### config.mk
export PLATFORM = sky130hd
export DESIGN_NAME = acc_step
export DESIGN_NICKNAME = d
export VERILOG_FILES = /design/src/rtl/acc_step.sv
export SDC_FILE = /design/constraint.sdc
export NUM_CORES = 1
export LEC_CHECK = 0
export ABC_AREA = 1
export CAP_MARGIN = 20
export CORE_UTILIZATION = 45
export CTS_BUF_LIST = sky130_fd_sc_hd__clkbuf_8
export DETAILED_ROUTE_END_ITERATION = 8
export GPL_TIMING_DRIVEN = 0
export MAX_ROUTING_LAYER = met4
export PLACE_DENSITY = 0.69
export SLEW_MARGIN = 20
export SYNTH_ARGS = -nofsm -noshare
export SYNTH_HDL_FRONTEND = slang
export SYNTH_SLANG_ARGS = --single-unit
### constraint.sdc
create_clock -name clk -period 2.05 [get_ports clk]
set_clock_uncertainty 0.15 [all_clocks]
set_input_delay 0.3075 -clock clk [delete_from_list [all_inputs] [get_ports clk]]
set_output_delay 0.3075 -clock clk [all_outputs]
set_load 0.1 [all_outputs]
### src/rtl/acc_step.sv
// acc_step: accumulates NUM_SAMPLES one-cycle result pulses into a saturating
// sum and hands that sum downstream over a valid/ready handshake.
//
// The upstream multiply step cannot be stalled. A sample that arrives while a
// finished sum is still waiting is therefore discarded and reported on drop.
//
// Ports:
//   clk        rising-edge clock
//   rst        synchronous, active-high reset
//   in_valid   sample strobe (the multiply step's done)
//   in_data    unsigned sample, zero-extended to ACC_W
//   out_data   batch sum, stable while out_valid=1
//   out_valid  batch sum available
//   out_ready  downstream accepts; transfer on out_valid & out_ready
//   out_sat    the batch saturated; qualified by out_valid
//   drop       one-cycle pulse when an input sample was discarded
//   busy       high whenever the FSM is not IDLE
//
// state | meaning
// IDLE  | no batch in progress, waiting for the first sample
// ACCUM | collecting samples 2..NUM_SAMPLES
// HOLD  | finished sum presented, waiting for out_ready
module acc_step #(
    parameter int DATA_W      = 8,
    parameter int ACC_W       = 16,
    parameter int NUM_SAMPLES = 4
) (
    input  logic              clk,
    input  logic              rst,
    input  logic              in_valid,
    input  logic [DATA_W-1:0] in_data,
    output logic [ACC_W-1:0]  out_data,
    output logic              out_valid,
    input  logic              out_ready,
    output logic              out_sat,
    output logic              drop,
    output logic              busy
);

    typedef enum logic [1:0] {
        IDLE  = 2'd0,
        ACCUM = 2'd1,
        HOLD  = 2'd2
    } state_t;

    localparam logic [7:0] LAST_CNT = 8'(NUM_SAMPLES);

    state_t             state_q, state_d;
    logic [ACC_W-1:0]   acc_q, acc_d;
    logic [7:0]         count_q, count_d;
    logic               sat_q, sat_d;
    logic [ACC_W-1:0]   out_data_q, out_data_d;
    logic               out_valid_q, out_valid_d;
    logic               out_sat_q, out_sat_d;
    logic               drop_q, drop_d;
    logic               busy_q, busy_d;

    logic [ACC_W-1:0]   in_ext;
    logic [ACC_W:0]     sum_wide;
    logic [ACC_W-1:0]   sum_sat;
    logic               sum_ovf;

    assign in_ext   = ACC_W'(in_data);
    // One extra bit catches the carry out; a carry means the sum clamps.
    assign sum_wide = {1'b0, acc_q} + {1'b0, in_ext};
    assign sum_ovf  = sum_wide[ACC_W];
    assign sum_sat  = sum_ovf ? {ACC_W{1'b1}} : sum_wide[ACC_W-1:0];

    always_comb begin
        state_d     = state_q;
        acc_d       = acc_q;
        count_d     = count_q;
        sat_d       = sat_q;
        out_data_d  = out_data_q;
        out_valid_d = out_valid_q;
        out_sat_d   = out_sat_q;
        drop_d      = 1'b0;

        case (state_q)
            IDLE: begin
                if (in_valid) begin
                    acc_d   = in_ext;
                    count_d = 8'd1;
                    sat_d   = 1'b0;
                    if (NUM_SAMPLES == 1) begin
                        state_d     = HOLD;
                        out_valid_d = 1'b1;
                        out_data_d  = in_ext;
                        out_sat_d   = 1'b0;
                    end else begin
                        state_d = ACCUM;
                    end
                end
            end

            ACCUM: begin
                if (in_valid) begin
                    acc_d   = sum_sat;
                    count_d = count_q + 8'd1;
                    sat_d   = sat_q | sum_ovf;
                    if (count_q + 8'd1 == LAST_CNT) begin
                        state_d     = HOLD;
                        out_valid_d = 1'b1;
                        out_data_d  = sum_sat;
                        out_sat_d   = sat_q | sum_ovf;
                    end
                end
            end

            HOLD: begin
                if (out_ready) begin
                    if (in_valid) begin
                        // The slot frees on this edge, so the sample starts
                        // the next batch instead of being dropped.
                        acc_d   = in_ext;
                        count_d = 8'd1;
                        sat_d   = 1'b0;
                        if (NUM_SAMPLES == 1) begin
                            state_d     = HOLD;
                            out_valid_d = 1'b1;
                            out_data_d  = in_ext;
                            out_sat_d   = 1'b0;
                        end else begin
                            state_d     = ACCUM;
                            out_valid_d = 1'b0;
                        end
                    end else begin
                        state_d     = IDLE;
                        out_valid_d = 1'b0;
                    end
                end else if (in_valid) begin
                    drop_d = 1'b1;
                end
            end

            default: begin
                state_d     = IDLE;
                out_valid_d = 1'b0;
            end
        endcase

        busy_d = (state_d != IDLE);
    end

    always_ff @(posedge clk) begin
        if (rst) begin
            state_q     <= IDLE;
            acc_q       <= '0;
            count_q     <= '0;
            sat_q       <= 1'b0;
            out_data_q  <= '0;
            out_valid_q <= 1'b0;
            out_sat_q   <= 1'b0;
            drop_q      <= 1'b0;
            busy_q      <= 1'b0;
        end else begin
            state_q     <= state_d;
            acc_q       <= acc_d;
            count_q     <= count_d;
            sat_q       <= sat_d;
            out_data_q  <= out_data_d;
            out_valid_q <= out_valid_d;
            out_sat_q   <= out_sat_d;
            drop_q      <= drop_d;
            busy_q      <= busy_d;
        end
    end

    assign out_data  = out_data_q;
    assign out_valid = out_valid_q;
    assign out_sat   = out_sat_q;
    assign drop      = drop_q;
    assign busy      = busy_q;

endmodule

==> results of run 1 <==
-- report_power, final --
group          leakage (nW)  internal [W]  switching [W]
clock                0.0361      0.000227       0.000319
combinational          1.20      0.000151       0.000244
sequential            0.382      0.000935      0.0000203
-- how the worst min path moves through the flow --
| stage | end | cells after the start |
|---|---|---|
| 6_report | acc_q[8]$_SDFFE_PP0P_ | 2 |
| 5_1_grt | acc_q[8]$_SDFFE_PP0P_ | 2 |
| 4_1_cts | acc_q[8]$_SDFFE_PP0P_ | 2 |
| 3_5_place_dp | out_valid$_SDFFE_PP0P_ | 2 |
| 3_3_place_gp | out_valid$_SDFFE_PP0P_ | 2 |
| 2_1_floorplan | acc_q[0]$_SDFFE_PP0P_ | 2 |
-- cell families after synthesis --
family          after synthesis  synth area share
xor+xnor                      8            0.0260
buf+inv                      67             0.101
compound gates               51            0.0976
flops                        47             0.349
fa+ha+maj                    10            0.0493
simple gates                238             0.377
-- through the flow --
step | instance area (µm²) | power (W)
final | 3500 | 0.00190
after global routing | 3500 | 0.00199
after CTS | 3280 | 0.00187
after detailed placement | 3090 | 0.00129
after global placement | 3090 | 0.00129
after floorplan | 2700 | 0.00120
-- synth_stat cells --
| cell type | n | area share |
|---|---|---|
| xor2_1 | 6 | 0.020 |
| inv_2 | 1 | 0.0014 |
| nand2_2 | 1 | 0.0023 |
| nand4_1 | 11 | 0.026 |
| nor3_1 | 6 | 0.011 |
| a21oi_1 | 39 | 0.072 |
| clkbuf_1 | 8 | 0.011 |
| nand2_1 | 136 | 0.19 |
| a21oi_2 | 2 | 0.0065 |
| nand3b_1 | 3 | 0.0084 |
| nand3_2 | 2 | 0.0074 |
| xnor2_1 | 2 | 0.0065 |
| ha_1 | 9 | 0.042 |
| nor2_2 | 2 | 0.0046 |
| nor2_1 | 46 | 0.064 |
| or2_2 | 1 | 0.0023 |
| nor2_4 | 2 | 0.0084 |
| o21ai_0 | 10 | 0.019 |
| fa_1 | 1 | 0.0074 |
| dfxtp_1 | 47 | 0.35 |
| nand3_1 | 27 | 0.050 |
| nor3b_1 | 1 | 0.0028 |
| buf_1 | 1 | 0.0014 |
| buf_2 | 4 | 0.0074 |
| buf_6 | 2 | 0.0084 |
| inv_1 | 51 | 0.071 |
-- cell type report --
type | count | area, µm²
fillers | 517 | 2140
multi-input cells | 307 | 1720
flip-flops and latches | 47 | 945
repair buffers | 45 | 384
inverters | 52 | 195
well taps | 72 | 90.1
plain buffers | 15 | 85.1
clock buffers | 5 | 68.8
clock inverters | 1 | 7.51
-- what timing repair did --
action,CTS,global route
pin swaps,5,12
buffers inserted,4,10
resized for setup,46,31
endpoints found under the setup margin,55,35
hold buffers,0,0
cloned,1,0
-- layout by cell type, fill, tap and decap left out, types with 2 or more instances in the layout --
cell / count
a21oi_1: 36
a21oi_2: 5
buf_2: 3
buf_4: 14
buf_6: 3
clkbuf_1: 8
clkbuf_8: 5
clkdlybuf4s50_1: 3
dfxtp_1: 44
dfxtp_2: 3
dlygate4sd2_1: 25
dlymetal6s2s_1: 2
ha_4: 8
inv_1: 51
nand2_1: 130
nand2_2: 4
nand2_4: 2
nand3_1: 21
nand3_2: 5
nand3_4: 3
nand3b_1: 3
nand4_1: 11
nor2_1: 42
nor2_2: 4
nor2_4: 4
nor3_1: 5
o21ai_0: 5
o21ai_1: 4
xnor2_1: 2
xor2_1: 5
-- registers in the layout, summed over array words and instances (netlist names) --
| name | count |
|---|---|
| acc_q | 16 |
| busy | 1 |
| count_q | 8 |
| drop | 1 |
| out_data | 16 |
| out_sat | 1 |
| out_valid | 1 |
| sat_q | 1 |
| state_q | 2 |
-- metal layers --
| layer | vias up | wire length (µm) | track usage |
|---|---|---|---|
| met1 | 1281 | 3320 | 0.288 |
| met3 | 9 | 206 | 0.0391 |
| met2 | 43 | 3310 | 0.401 |
| li1 | 1426 | - | - |
| met5 | - | 0 | - |
| met4 | 0 | 75 | 0.0727 |
==> metrics.yaml, run 1 <==
critical_path:
  worst-path-buf-inv: 1
  cp.depth: 11
  worst_path_max_delay_cell: "fa_2"
  start_kind: "register"
  cp.arrival_ns: 2.01
  r2r-end: "acc_q[4]$_SDFFE_PP0P_"
  crit_family: "adder cells"
  cp-end-kind: "register"
  cp_max_fo: 7
  ff2ff_path_depth: 11
  crit_chain: "ha_4 > fa_2 > nand2_2 > nand2_4 > nand3_4 > nand2_8 > nand3_4 > buf_6 > nand2_2 > o21ai_1 > a21oi_1"
  crit_start: "acc_q[0]$_SDFFE_PP0P_"
  slowest_delay_ns: 0.37
  critPathKind: "register to register"
  endpoint: "acc_q[4]$_SDFFE_PP0P_"
  r2r_slack_ns: 0.06
  required_ns: 2.07
  r2r-start: "acc_q[0]$_SDFFE_PP0P_"
pwr:
  power_per_cell_area_nw_per_um2: 542
  peakVddDrop_uv: 347
  power.leakage_nw: 1.62
drt:
  drc: 0
  ant_nets: 0
  vias: 2759
  drt_iter0_drc: 126
  drt-pass1-iter-count: 4
  wl_per_cell_um: 12.7
  routed_via_density: 5.07
  wirelength_um: 6910
timing:
  holdWs_ns: 0.245
  rsz0062_at_grt: "true"
  setup_viol: 0
  slew_viol_final: 0
  setup_tns_ns: 0
  finalHoldViolCount: 0
  finalWorstSetupSlack_ns: 0.0590
  relSlewSlack: 0.361
  max_freq_ghz: 0.502
  tightestPinTransition_ns: 0.963
  min_period_over_period: 0.971
  finalCriticalPeriod_ns: 1.99
clock_tree:
  cts_tree: "yes"
  cts-buffers-inserted: 5
  cts_root_buf: "clkbuf_8"
  cts_buffer_depth: 2
  path_clk_slew_ns: 0.09
  clock_latency_ns: 0.30
  cts.sinks: 47
  h-tree-depth: 2
synthesis:
  synth_cell_types: 26
  ys_ff_latch: 47
  syn_area_per_cell_um2: 6.40
  yosysSeqAreaShare: 0.349
  syn-cell-area_um2: 2690
  yosysWarnings: 0
  syn_nets: 443
  synth_cells: 421
placed_design:
  gp_congestion: 0.860
  place_ws_ns: -0.780
  dpl.hpwl_um: 4750
  io_buffers: 30
  dp_cells: 523
floorplanning:
  core_region_area_um2: 5640
  die_w_um: 79.4
  die_y_um: 79.4
  placementRows: 27
  dieArea_um2: 6300
  pin_count: 32
  start_util: 0.477
cells_and_area:
  nNetsFinal: 495
  postLayoutCoreUtil: 0.620
  fin_cells: 544
  drive_gt1_frac: 0.153
  area_delta_synth_final_pct: 29.9
  diodes: 0
hold_path:
  hp-class: "input pin to register"
  hp-start: "rst"
global_route:
  track_usage: 0.237
  grt_pass1_vias: 2602
  antenna_found_initial: 0
  grt_first_pass_wirelength_um: 11500
  grt_max_degree: 14
  grt_overflow: 0
run_status:
  outcome: "finished clean"
job:
  maxCapViolCount: 0
Power figures use the tool's default switching activity.
==> run 2, diff against run 1 <==
- MAX_ROUTING_LAYER: met4 -> not set
- SETUP_SLACK_MARGIN: not set -> 0.4
==> run 2 against run 1 <==
Against the previous run: non-clock buffer count rose by 19; hold slack lost 0.0099 ns; critical path depth is the same; sequential share of layout area shrank 2.4 points; highest routed layer unchanged; final cell count up 3.9%; count of clock-buffer cells in the layout increased by 1; die area stayed put; first-iteration DRC count grew 51%; fmax down 0.19%; power is 6.9% higher; clock power is 15% higher.
==> metrics.yaml, run 2 (synthesis results as in run 1) <==
run_status:
  outcome: "finished clean"
cells_and_area:
  nFillCells: 482
  area_delta_synth_final_pct: 44.7
  layout_common_cells: "nand2_1 (115), inv_1 (50), dfxtp_1 (40)"
  nNetsFinal: 514
  stdcell_area_um2: 3900
  drive_gt1_frac: 0.320
  diodes: 0
  final_common_cell: "nand2_1"
clock_tree:
  hold_buffers: 0
  cts-buffers-inserted: 5
  h-tree-depth: 2
  cts_buffer_depth: 2
  clock_latency_ns: 0.31
  path_clk_slew_ns: 0.10
  cts_root_buf: "clkbuf_8"
  cts_tree: "yes"
  cts.sinks: 47
drt:
  drt_iter0_drc: 190
  drc: 0
  routed_via_density: 5.23
  wirelength_um: 7980
  vias: 2954
  drt-pass1-iter-count: 4
  ant_nets: 0
  wl_per_cell_um: 14.1
critical_path:
  cp_max_fo: 5
  critPathKind: "register to register"
  cp.arrival_ns: 2.03
  cp-end-kind: "register"
  required_ns: 2.08
  start_kind: "register"
global_route:
  met3_usage: 0.0345
  grt_max_degree: 16
  grt_first_pass_wirelength_um: 12600
  grt_pass1_vias: 2679
  antenna_found_initial: 0
  grt_util_met2: 0.451
  grt_use_met1: 0.310
  grt_overflow: 0
  busiest_layer: "met2"
  track_usage: 0.256
floorplanning:
  placementRows: 27
  dieArea_um2: 6300
  die_w_um: 79.4
  core_region_area_um2: 5640
  start_util: 0.477
  pin_count: 32
  die_y_um: 79.4
timing:
  finalHoldViolCount: 0
  slew_viol_final: 0
  rsz0062_at_grt: "true"
  tightestPinTransition_ns: 0.634
  setup_viol: 0
  min_period_over_period: 0.973
  finalCriticalPeriod_ns: 1.99
  relSlewSlack: 0.578
  max_freq_ghz: 0.501
  holdWs_ns: 0.235
pwr:
  clock_power_share: 0.310
  peakVddDrop_uv: 462
  p_int_w: 0.00138
  power.leakage_nw: 1.77
  power_per_cell_area_nw_per_um2: 521
  p_sw_frac: 0.318
  switching_power_w: 0.000646
  pwr-share-seq: 0.470
  pwr-share-comb: 0.221
job:
  maxCapViolCount: 0
placed_design:
  gp_congestion: 0.853
  placed_area_um2: 3190
  dpl.hpwl_um: 4920
  io_buffers: 30
hold_path:
  hp-class: "input pin to register"
==> run 2: worst max-delay path, stage by stage (launching register included) <==
cell and delay, ns:
dfxtp_2 0.34, ha_4 0.16, fa_2 0.37, nand2_2 0.10, nand2_4 0.07, nand3_4 0.09, nand2_8 0.08, nand3_4 0.09
buf_8 0.14, nand2_4 0.05, o21ai_2 0.13, a21oi_1 0.07
==> run 2: metrics by stage <==
stage	setup WS (ns)	setup TNS [ns]	std cells	util	total power, W
2_1_floorplan	0.187	0	421	-	0.00122
3_3_place_gp	-0.511	-13.83	523	0.566	0.00131
3_5_place_dp	-0.539	-14.38	523	0.566	0.00131
4_1_cts	0.0880	0	558	0.657	0.00199
5_1_grt	-0.0333	-0.0969	565	0.691	0.00211
6_report	0.0551	0	565	0.691	0.00203
==> run 2: final timing paths <==
check / from / slack, ns / cells past startpoint / end
max: acc_q[0]$_SDFFE_PP0P_ / 0.06 / 11 / acc_q[0]$_SDFFE_PP0P_
min reg2reg: out_valid$_SDFFE_PP0P_ / 0.31 / 2 / out_valid$_SDFFE_PP0P_
min: rst / 0.24 / 2 / acc_q[8]$_SDFFE_PP0P_
max reg2reg: acc_q[0]$_SDFFE_PP0P_ / 0.06 / 11 / acc_q[0]$_SDFFE_PP0P_
==> run 2: power groups by stage <==
| stage | clock (W) | combinational, W | sequential (W) |
|---|---|---|---|
| floorplan | 0 | 0.000221 | 0.00100 |
| global placement | 0 | 0.000336 | 0.000972 |
| detailed placement | 0 | 0.000340 | 0.000973 |
| CTS | 0.000637 | 0.000398 | 0.000954 |
| global route | 0.000670 | 0.000489 | 0.000956 |
| finish | 0.000628 | 0.000447 | 0.000953 |
==> run 2: repair_timing <==
action                                  4_1_cts  5_1_grt
cloned                                        2        0
pin swaps                                    25       31
endpoints found under the setup margin       66       57
hold endpoints to repair                      0        0
buffers inserted                             25        7
resized for setup                           151       72
==> run 2: layout make-up <==
| cell class | count | area [µm²] | area share |
|---|---|---|---|
| plain buffers | 15 | 113 | 0.0289 |
| inverters | 52 | 198 | 0.0507 |
| repair buffers | 64 | 507 | 0.130 |
| multi-input cells | 307 | 1930 | 0.496 |
| clock buffers | 6 | 82.6 | 0.0212 |
| flip-flops and latches | 47 | 960 | 0.246 |
| clock inverters | 2 | 16.3 | 0.00417 |
| well taps | 72 | 90.1 | 0.0231 |
==> run 2: metal layers <==
layer	wire length [µm]	part of all wire	vias up
li1	-	-	1470
met1	3360	0.42	1384
met2	4060	0.51	89
met3	432	0.054	11
met4	131	0.016	0
met5	0	0	-
